--- src/rtl/imem_load_run_ctrl.sv ---
// Host-facing loader and run/step/halt sequencer for the IF-stage instruction memory and pipeline control lines.
// Optional run watchdog is compiled in when IMEM_CTRL_WATCHDOG_EN is defined.

module imem_load_run_ctrl #(
   parameter int unsigned IMEM_DEPTH     = 256,
   parameter logic [31:0] BASE_ADDR      = 32'h0,
   parameter int unsigned FLUSH_CYCLES   = 2,
   parameter int unsigned DRAIN_CYCLES   = 4,
   parameter logic [31:0] MAX_RUN_CYCLES = 32'hFFFF
) (
   input  logic                          i_clk,
   input  logic                          i_reset,
   input  logic                          i_cmd_valid,
   input  logic [1:0]                    i_cmd,
   input  logic [$clog2(IMEM_DEPTH):0]   i_cmd_len,
   output logic                          o_cmd_ready,
   output logic                          o_cmd_err,
   input  logic                          i_word_valid,
   input  logic [31:0]                   i_word,
   output logic                          o_word_ready,
   output logic                          o_imem_write_en,
   output logic                          o_imem_read_en,
   output logic [31:0]                   o_imem_addr,
   output logic [31:0]                   o_imem_data,
   output logic                          o_pipe_stall,
   output logic                          o_pipe_reset,
   input  logic                          i_halt_detected,
   output logic [2:0]                    o_state,
   output logic                          o_done,
   output logic [31:0]                   o_cycle_count,
   output logic                          o_timeout
);

   localparam int unsigned LEN_W = $clog2(IMEM_DEPTH) + 1;

   localparam logic [1:0] CMD_LOAD = 2'b00;
   localparam logic [1:0] CMD_RUN  = 2'b01;
   localparam logic [1:0] CMD_STEP = 2'b10;
   localparam logic [1:0] CMD_HALT = 2'b11;

`ifdef IMEM_CTRL_WATCHDOG_EN
   localparam bit WD_EN = 1'b1;
`else
   localparam bit WD_EN = 1'b0;
`endif

   typedef enum logic [2:0] {
      ST_IDLE   = 3'd0,
      ST_LOAD   = 3'd1,
      ST_CLEAR  = 3'd2,
      ST_RUN    = 3'd3,
      ST_STEP   = 3'd4,
      ST_DRAIN  = 3'd5,
      ST_HALTED = 3'd6
   } state_t;

   state_t             state_r, state_nx_s;
   state_t             tgt_r, tgt_nx_s;
   logic [LEN_W-1:0]   idx_r, idx_nx_s;
   logic [LEN_W-1:0]   len_r, len_nx_s;
   logic [31:0]        flush_cnt_r, flush_cnt_nx_s;
   logic [31:0]        drain_cnt_r, drain_cnt_nx_s;
   logic [31:0]        count_r, count_nx_s;
   logic               timeout_r, timeout_nx_s;
   logic               cmd_ready_r, word_ready_r, word_ready_nx_s;
   logic               we_r, we_nx_s;
   logic               re_r, stall_r, pipe_reset_r;
   logic [31:0]        addr_r, addr_nx_s;
   logic [31:0]        data_r, data_nx_s;
   logic               done_r, done_nx_s;
   logic               err_r, err_nx_s;

   logic               cmd_acc_s, word_acc_s, wd_trip_s;
   logic               run_like_s, run_like_nx_s;
   logic [31:0]        count_inc_s;

   assign cmd_acc_s     = i_cmd_valid & cmd_ready_r;
   assign word_acc_s    = i_word_valid & word_ready_r;
   assign count_inc_s   = (count_r == 32'hFFFF_FFFF) ? count_r : (count_r + 32'd1);
   assign wd_trip_s     = WD_EN && (count_inc_s >= MAX_RUN_CYCLES);
   assign run_like_s    = (state_r == ST_RUN) || (state_r == ST_STEP) || (state_r == ST_DRAIN);
   assign run_like_nx_s = (state_nx_s == ST_RUN) || (state_nx_s == ST_STEP) || (state_nx_s == ST_DRAIN);

   // Next-state, counters and write-port command decode
   always_comb begin
      state_nx_s     = state_r;
      tgt_nx_s       = tgt_r;
      idx_nx_s       = idx_r;
      len_nx_s       = len_r;
      flush_cnt_nx_s = flush_cnt_r;
      drain_cnt_nx_s = drain_cnt_r;
      timeout_nx_s   = timeout_r;
      we_nx_s        = 1'b0;
      addr_nx_s      = addr_r;
      data_nx_s      = data_r;
      done_nx_s      = 1'b0;
      err_nx_s       = 1'b0;
      count_nx_s     = count_r;

      case (state_r)
         ST_IDLE, ST_HALTED: begin
            if (cmd_acc_s) begin
               if (i_cmd != CMD_HALT) begin
                  timeout_nx_s = 1'b0;
               end else begin
                  timeout_nx_s = timeout_r;
               end
               case (i_cmd)
                  CMD_LOAD: begin
                     if (i_cmd_len == {LEN_W{1'b0}}) begin
                        done_nx_s = 1'b1;
                     end else if (32'(i_cmd_len) > IMEM_DEPTH) begin
                        err_nx_s = 1'b1;
                     end else begin
                        state_nx_s = ST_LOAD;
                        idx_nx_s   = {LEN_W{1'b0}};
                        len_nx_s   = i_cmd_len;
                     end
                  end
                  CMD_RUN, CMD_STEP: begin
                     // Leaving HALTED resumes the preserved pipeline; leaving IDLE flushes it first
                     if (state_r == ST_HALTED) begin
                        state_nx_s = (i_cmd == CMD_RUN) ? ST_RUN : ST_STEP;
                     end else begin
                        state_nx_s     = ST_CLEAR;
                        tgt_nx_s       = (i_cmd == CMD_RUN) ? ST_RUN : ST_STEP;
                        flush_cnt_nx_s = 32'd0;
                     end
                  end
                  CMD_HALT: state_nx_s = state_r;
                  default:  state_nx_s = state_r;
               endcase
            end else begin
               state_nx_s = state_r;
            end
         end

         ST_LOAD: begin
            // idx==len means the last word's write is on the port this cycle
            if (idx_r == len_r) begin
               state_nx_s     = ST_CLEAR;
               tgt_nx_s       = ST_IDLE;
               flush_cnt_nx_s = 32'd0;
            end else if (word_acc_s) begin
               we_nx_s   = 1'b1;
               addr_nx_s = BASE_ADDR + {{(32-LEN_W-2){1'b0}}, idx_r, 2'b00};
               data_nx_s = i_word;
               idx_nx_s  = idx_r + {{(LEN_W-1){1'b0}}, 1'b1};
            end else begin
               state_nx_s = ST_LOAD;
            end
         end

         ST_CLEAR: begin
            if (flush_cnt_r == (FLUSH_CYCLES - 32'd1)) begin
               state_nx_s = tgt_r;
               done_nx_s  = (tgt_r == ST_IDLE);
            end else begin
               flush_cnt_nx_s = flush_cnt_r + 32'd1;
            end
         end

         ST_RUN: begin
            // An explicit HALT outranks both the watchdog and a decoded halt instruction
            if (cmd_acc_s && (i_cmd == CMD_HALT)) begin
               state_nx_s = ST_HALTED;
               done_nx_s  = 1'b1;
            end else begin
               err_nx_s = cmd_acc_s;
               if (wd_trip_s) begin
                  state_nx_s   = ST_HALTED;
                  done_nx_s    = 1'b1;
                  timeout_nx_s = 1'b1;
               end else if (i_halt_detected) begin
                  if (DRAIN_CYCLES == 0) begin
                     state_nx_s = ST_HALTED;
                     done_nx_s  = 1'b1;
                  end else begin
                     state_nx_s     = ST_DRAIN;
                     drain_cnt_nx_s = 32'd0;
                  end
               end else begin
                  state_nx_s = ST_RUN;
               end
            end
         end

         ST_DRAIN: begin
            if (drain_cnt_r == (DRAIN_CYCLES - 32'd1)) begin
               state_nx_s = ST_HALTED;
               done_nx_s  = 1'b1;
            end else begin
               drain_cnt_nx_s = drain_cnt_r + 32'd1;
            end
         end

         ST_STEP: begin
            state_nx_s = ST_HALTED;
            done_nx_s  = 1'b1;
         end

         default: begin
            state_nx_s = ST_IDLE;
         end
      endcase

      if (state_nx_s == ST_CLEAR) begin
         count_nx_s = 32'd0;
      end else if (run_like_s) begin
         count_nx_s = count_inc_s;
      end else begin
         count_nx_s = count_r;
      end

      word_ready_nx_s = (state_nx_s == ST_LOAD) && (idx_nx_s != len_nx_s);
   end

   // State, counters and registered outputs, all timed to the next state
   always_ff @(posedge i_clk or negedge i_reset) begin
      if (!i_reset) begin
         state_r      <= ST_IDLE;
         tgt_r        <= ST_IDLE;
         idx_r        <= {LEN_W{1'b0}};
         len_r        <= {LEN_W{1'b0}};
         flush_cnt_r  <= 32'd0;
         drain_cnt_r  <= 32'd0;
         count_r      <= 32'd0;
         timeout_r    <= 1'b0;
         cmd_ready_r  <= 1'b1;
         word_ready_r <= 1'b0;
         we_r         <= 1'b0;
         re_r         <= 1'b0;
         stall_r      <= 1'b1;
         pipe_reset_r <= 1'b0;
         addr_r       <= 32'd0;
         data_r       <= 32'd0;
         done_r       <= 1'b0;
         err_r        <= 1'b0;
      end else begin
         state_r      <= state_nx_s;
         tgt_r        <= tgt_nx_s;
         idx_r        <= idx_nx_s;
         len_r        <= len_nx_s;
         flush_cnt_r  <= flush_cnt_nx_s;
         drain_cnt_r  <= drain_cnt_nx_s;
         count_r      <= count_nx_s;
         timeout_r    <= timeout_nx_s;
         cmd_ready_r  <= (state_nx_s == ST_IDLE) || (state_nx_s == ST_HALTED) || (state_nx_s == ST_RUN);
         word_ready_r <= word_ready_nx_s;
         we_r         <= we_nx_s;
         re_r         <= run_like_nx_s;
         stall_r      <= !run_like_nx_s;
         pipe_reset_r <= (state_nx_s == ST_CLEAR);
         addr_r       <= addr_nx_s;
         data_r       <= data_nx_s;
         done_r       <= done_nx_s;
         err_r        <= err_nx_s;
      end
   end

   assign o_state         = state_r;
   assign o_cmd_ready     = cmd_ready_r;
   assign o_cmd_err       = err_r;
   assign o_word_ready    = word_ready_r;
   assign o_imem_write_en = we_r;
   assign o_imem_read_en  = re_r;
   assign o_imem_addr     = addr_r;
   assign o_imem_data     = data_r;
   assign o_pipe_stall    = stall_r;
   assign o_pipe_reset    = pipe_reset_r;
   assign o_done          = done_r;
   assign o_cycle_count   = count_r;

`ifdef IMEM_CTRL_WATCHDOG_EN
   assign o_timeout = timeout_r;
`else
   assign o_timeout = 1'b0;
`endif

endmodule

--- config.mk ---
export PLATFORM = sky130hd
export DESIGN_NAME = imem_load_run_ctrl
export DESIGN_NICKNAME = d
export VERILOG_FILES = /design/src/rtl/imem_load_run_ctrl.sv
export SDC_FILE = /design/constraint.sdc
export NUM_CORES = 1
export LEC_CHECK = 0
export CAP_MARGIN = 20
export CORE_MARGIN = 3
export CORE_UTILIZATION = 48
export CTS_BUF_LIST = sky130_fd_sc_hd__clkbuf_4 sky130_fd_sc_hd__clkbuf_8 sky130_fd_sc_hd__clkbuf_16
export DETAILED_ROUTE_END_ITERATION = 8
export PLACE_DENSITY = 0.87
export SYNTH_ARGS = -nofsm -noshare
export SYNTH_HDL_FRONTEND = slang
export SYNTH_SLANG_ARGS = --single-unit
export TNS_END_PERCENT = 50
--- constraint.sdc ---
create_clock -name i_clk -period 2.7 [get_ports i_clk]
set_clock_uncertainty 0.1 [all_clocks]
set_input_delay 0.54 -clock i_clk [delete_from_list [all_inputs] [get_ports i_clk]]
set_output_delay 0.54 -clock i_clk [all_outputs]
set_load 0.01 [all_outputs]
* Word-level counts from Yosys, hierarchy flattened *
Cells that the tools add are included.

storage, ports and cells
  flip-flop bits (word level) = 169
  latch bits = 0
  RAM bits = 0
  memory bits (read-only) = 0
  output and inout bits = 108
  logic and storage cells = 138
  memories kept = 0

operators by class
  add/sub/neg operators = 4
  $mul = 0
  divide/modulo/power cells = 0
  magnitude comparators = 1
  equality and inequality tests = 29
  shifts and indexed selects = 0
  muxes and demuxes = 59
  bitwise operators = 3
  reduce and logical (&&, ||, !) cells = 25

operators with widths
  cell                   number
  $mux 32                11
  $mux 9                 11
  $add 32x1->32 const B  3
  $pmux 32 s3            1
  $pmux 32 s2            1
  $mux 3                 15
  $eq 32x1->1 const B    1
  $eq 32x2->1 const B    1
  $eq 32x32->1 const B   1
  $eq 3x3->1 const B     6
  $pmux 3 s6             1
  $pmux 9 s2             1
  $mux 1                 14
  $ne 2x2->1 const B     7
  $eq 3x2->1 const B     4
  $add 9x1->9 const B    1
  $eq 9x9->1             1
  $gt 9x9->1 const B     1
  $logic_not 3->1        3
  $logic_not 9->1        1
  $ne 9x9->1             1
  $pmux 3 s3             1
  $eq 3x1->1 const B     2
  $logic_or 1x1->1       6
  other kinds (19)       26

* Logic depth before layout (Yosys ltp) *
  depth after elaboration = 10
  gate-level depth with buffers = 12
  depth with buffers taken out = 10

* Worst setup path after synthesis *
Ideal clock, no wire load.

  path kind = input port to flip-flop
  start point = input port i_cmd_len[4]
  end point = register count_r[20] (netlist: o_cycle_count[20])
  arrival = 2.739 ns
  required time = 2.480 ns
  path slack = -0.259 ns
  stages = 10
  buffers on the path = 2
  cell sequence = or4_4 > or3_1 > clkbuf_1 > a31oi_1 > o21ai_0 > a221o_1 > or2_1 > nor2_2 > buf_4 > nor2_1

on the way
  word-level cells in the longest chain between the ends = 9
  elaborated cells on any way between the ends = 12
  those cells by class = order compare (1); eq/ne (2); mux (6); reduce/logical (3)

ends and longest elaborated chain
  element                                                           line  RTL
  from (decl)                                                       15    input logic [$clog2(IMEM_DEPTH):0] i_cmd_len,
  $gt 9x9->1                                                        112   end else if (32'(i_cmd_len) > IMEM_DEPTH) begin
  $mux 3                                                            112
  $mux 3 *                                                          110   if (i_cmd_len == {LEN_W{1'b0}}) begin
  $pmux 3 s3 *                                                      108   case (i_cmd)
  $mux 3 *                                                          102   if (cmd_acc_s) begin
  $pmux 3 s6 *                                                      100   case (state_r)
  $eq 3x2->1 *                                                      207   if (state_nx_s == ST_CLEAR) begin
  $ne 2x1->1 (no source line) or $reduce_bool 2->1 (tied branches)  --
  $reduce_and 2->1 (no source line)                                 --
  to (signal assigned)                                              246   count_r <= count_nx_s;
  to (decl)                                                         63    logic [31:0] count_r, count_nx_s;

Every way passes the cells marked *; elsewhere a longest branch is shown, timed or not.
A chain may end at the register's enable or synchronous reset.

* Final worst setup path *
  start point = register drain_cnt_r[1]
  end point = register count_r[6] (netlist: o_cycle_count[6])

on the way
  word-level cells in the longest chain between the ends = 6
  elaborated cells on any way between the ends = 8
  those cells by class = eq/ne (3); mux (3); reduce/logical (2)

ends and longest elaborated chain
  element                                                           line  RTL
  from (decl)                                                       62    logic [31:0] drain_cnt_r, drain_cnt_nx_s;
  from (signal assigned)                                            245   drain_cnt_r <= drain_cnt_nx_s;
  $eq 32x2->1 *                                                     189   if (drain_cnt_r == (DRAIN_CYCLES - 32'd1)) begin
  $mux 3 *                                                          189
  $pmux 3 s6 *                                                      100
  $eq 3x2->1 *                                                      207
  $ne 2x1->1 (no source line) or $reduce_bool 2->1 (tied branches)  --
  $reduce_and 2->1 (no source line)                                 --

Marked as above.

==> reports/metrics.cfg <==
[outcome]
run_status=finished, violations left
violations=negative setup slack

[clocking]
cts_root_buffer=clkbuf_16
clk_transition_reported_paths_ns=0.07
clock_tree.buffer_depth=2
clock-sinks=168
numCtsBuffers=17
worst_skew_pair.late_latency_ns=0.44
cts_htree_levels=4
tritoncts_clock_tree=done

[synth]
yosys.area.top_type_share_pct=48.03
largest_area_contributor_in_the_synthesized_netlist=dfrtp_1
synth_cell_types=61
syn_inst=871
synth.top_cells.by_area=dfrtp_1 (48%), mux2_2 (6.9%), nor2_1 (4.3%), xnor2_1 (4.2%), xor2_1 (3.5%)
ys_seq_elements=168
yosysWarnings=0
synth_top_family_by_area=simple AND/OR/NAND/NOR gates
synth-async-reset-ratio_pct=100.0
synth_xor_area_share_pct=7.696
synthFlopType=dfrtp_1
yosys-top-cells-count=dfrtp_1 (166), nor2_1 (98), nand2_1 (62), mux2_2 (53), nand3_1 (45)
post_synth_and_or_nand_nor_area_fraction_pct=22.36
syn_area_per_cell_um2=9.931
synthMuxAreaShare_pct=8.289
synth_compound_gate_area_share_pct=6.799
post_synthesis_instance_area_um2=8650
adder_cell_area_share_of_the_yosys_netlist_pct=1.302
synth_most_common_cell=dfrtp_1
synth.yosys.seq_area_share_pct=48.63
synth_enable_flop_cells=0

[global_route]
grt_overflow_total=0
groute.layer.met2.usage_pct=41.56
vias_in_the_first_global_route=7674
met3_usage_pct=4.780
antenna_found_initial=0
grt_start_max_net_pins=66
groute.layer.met1.usage_pct=28.51
wire_length_of_the_first_global_routing_pass_mm=38.32
track_usage_pct=23.71
grt.busiest_layer=met2

[worst_setup_path]
timing.critical_path.from=drain_cnt_r[1]
crit-reg2reg-launch=drain_cnt_r[1]
rrSetupSlack_ns=-0.23
worst_endpoint_required_time_ns=2.93
worst_r2r_endpoint=o_cycle_count[6]
crit_end=o_cycle_count[6]
critPathCaptureType=flop
worst-r2r-cell-count=11
maximum_fanout_encountered_on_the_critical_timing_path=8
crit_arrival_ns=3.16
startpoint_type=flop
critPathKind=reg -> reg

[finish]
layoutNonFillerInstCount=1339
diodes=0
fillers=1134
final_nets=1158
area_delta_synth_final_pct=41.72
fraction_of_final_layout_cells_with_drive_strength_greater_than_1_pct=28.37

[timing]
max_clock_freq_mhz=341.3
min_setup_slack_post_route_ns=-0.2298
finalCriticalPeriod_ns=2.930
rsz0062_at_grt=yes
timing_max_transition_violations_final=0
setup_viol_count_final=68
final.hold.worst_slack_ns=0.2784
post-route-period-util_pct=108.5
report.final.hold_viol_count=0
worstMarginPinSlew_ns=0.5012
slew-limit-headroom_pct=66.06

[floorplan]
initial_core_util_pct=49.49
placementRows=48
design.portCount=156
placeableCoreArea_um2=17480
floorplan_die_height_um=140.2
dieArea_um2=19670
die-width_um=140.2

[routing]
drt_drc=0
detailroute.via_count=7882
drt_pre_antenna_iters=6
vias_per_cell=5.886
drt_iter0_markers=829
postRouteAntennaNets=0
avgRoutedWirePerCell_um=19.28
drt_wl_total_mm=25.82

[pwr]
static-leakage-power_nw=5.386
vdd_ir_drop_max_v=0.0004634
cellPowerDensity_nw_per_um2=430.0

[place]
place_hpwl_mm=15.49
detailedPlace.worstSlack_ns=-0.8664
globalplace.congestion=0.9072
place_inst=1283
io_buffer_count=131

[hold_path]
min_path_type=in -> reg
instance_count_along_the_most_critical_hold_path=2

[run]
cap_violations=0

==> worst max-delay path: stages (launching register included) <==
cell     delay [ns]
dfrtp_1        0.39
ha_1           0.23
nor4b_2        0.29
nand4_1        0.23
o21ai_0        0.27
nand2_1        0.11
a221o_1        0.42
or2_4          0.27
nor2_4         0.15
buf_6          0.16
buf_16         0.15
nor2_1         0.05
==> kinds of logic after synthesis <==
group           after synthesis
buf+inv                      81
other cells                   1
xor+xnor                     76
mux                          65
fa+ha+maj                     9
compound gates               97
simple gates                374
flops                       168
==> area by class of cell <==
type / instances / area [um2] / area share [%]
clock buffer: 17 / 425.4 / 3.470
clock inverter: 15 / 185.2 / 1.511
inverter: 20 / 75.07 / 0.6124
multi-input combinational: 645 / 4712 / 38.44
sequential: 168 / 4207 / 34.32
tap: 225 / 281.5 / 2.297
timing repair buffer: 249 / 2372 / 19.35
==> worst min path at each step <==
stage	start	to
after detailed placement	i_reset	flush_cnt_r[14]
after CTS	i_cmd_len[1]	len_r[1]
after global placement	i_reset	flush_cnt_r[1]
final	i_cmd_len[7]	len_r[7]
after floorplan	i_reset	drain_cnt_r[0]
after global routing	i_cmd_len[1]	len_r[1]
==> flip-flops by register name (all words and copies together) (netlist names), 2 cells and up <==
| register | count |
|---|---|
| drain_cnt_r | 32 |
| o_state | 3 |
| len_r | 9 |
| o_imem_data | 32 |
| o_imem_addr | 9 |
| tgt_r | 2 |
| o_cycle_count | 32 |
| idx_r | 9 |
| flush_cnt_r | 32 |
==> power by group <==
group	switching, mW	total (mW)	internal, mW
sequential	0	2.51	2.51
clock	1.16	2.56	1.41
combinational	0.108	0.193	0.0856
==> placed cells by master (no fill, tap or decap), types with 12 or more instances in the layout <==
cell type,instances
dfrtp_1,166
clkdlybuf4s50_1,119
buf_4,99
nor2_1,76
nand2_1,60
mux2_2,48
nand3_1,40
xnor2_1,38
nand4_1,33
xor2_1,33
o21ai_0,31
and3_1,27
conb_1,24
clkbuf_16,19
inv_1,17
nor2_4,16
nor4_1,15
a21oi_2,14
nand2b_1,12
a21oi_1,12
==> metrics by stage <==
step	total power, mW	area (um2)	setup TNS, ns	util (%)
after floorplan	2.622	8748	-11.23	-
after global placement	2.739	10750	-60.83	61.52
after detailed placement	2.743	10750	-64.70	61.52
after CTS	5.276	11720	-1.010	67.08
after global routing	5.415	12260	-15.48	70.14
final	5.271	12260	-10.05	70.14
==> routing by layer <==
layer	up-vias	share of wire [%]	wire (um)
met5	-	0	0
met4	0	4.0	1027
met3	112	5.9	1530
met2	373	51	13200
met1	3905	39	10060
li1	3492	-	-
==> repair_timing <==
| item | in CTS | in global routing |
|---|---|---|
| resized for setup | 89 | 100 |
| hold buffers | 1 | 0 |
| hold endpoints to repair | 35 | 0 |
| buffers inserted | 10 | 8 |
| gates cloned | 4 | 3 |
| endpoints found under the setup margin | 74 | 88 |
| pin swaps | 28 | 53 |
Note: power is estimated with default switching activity, not from simulation.
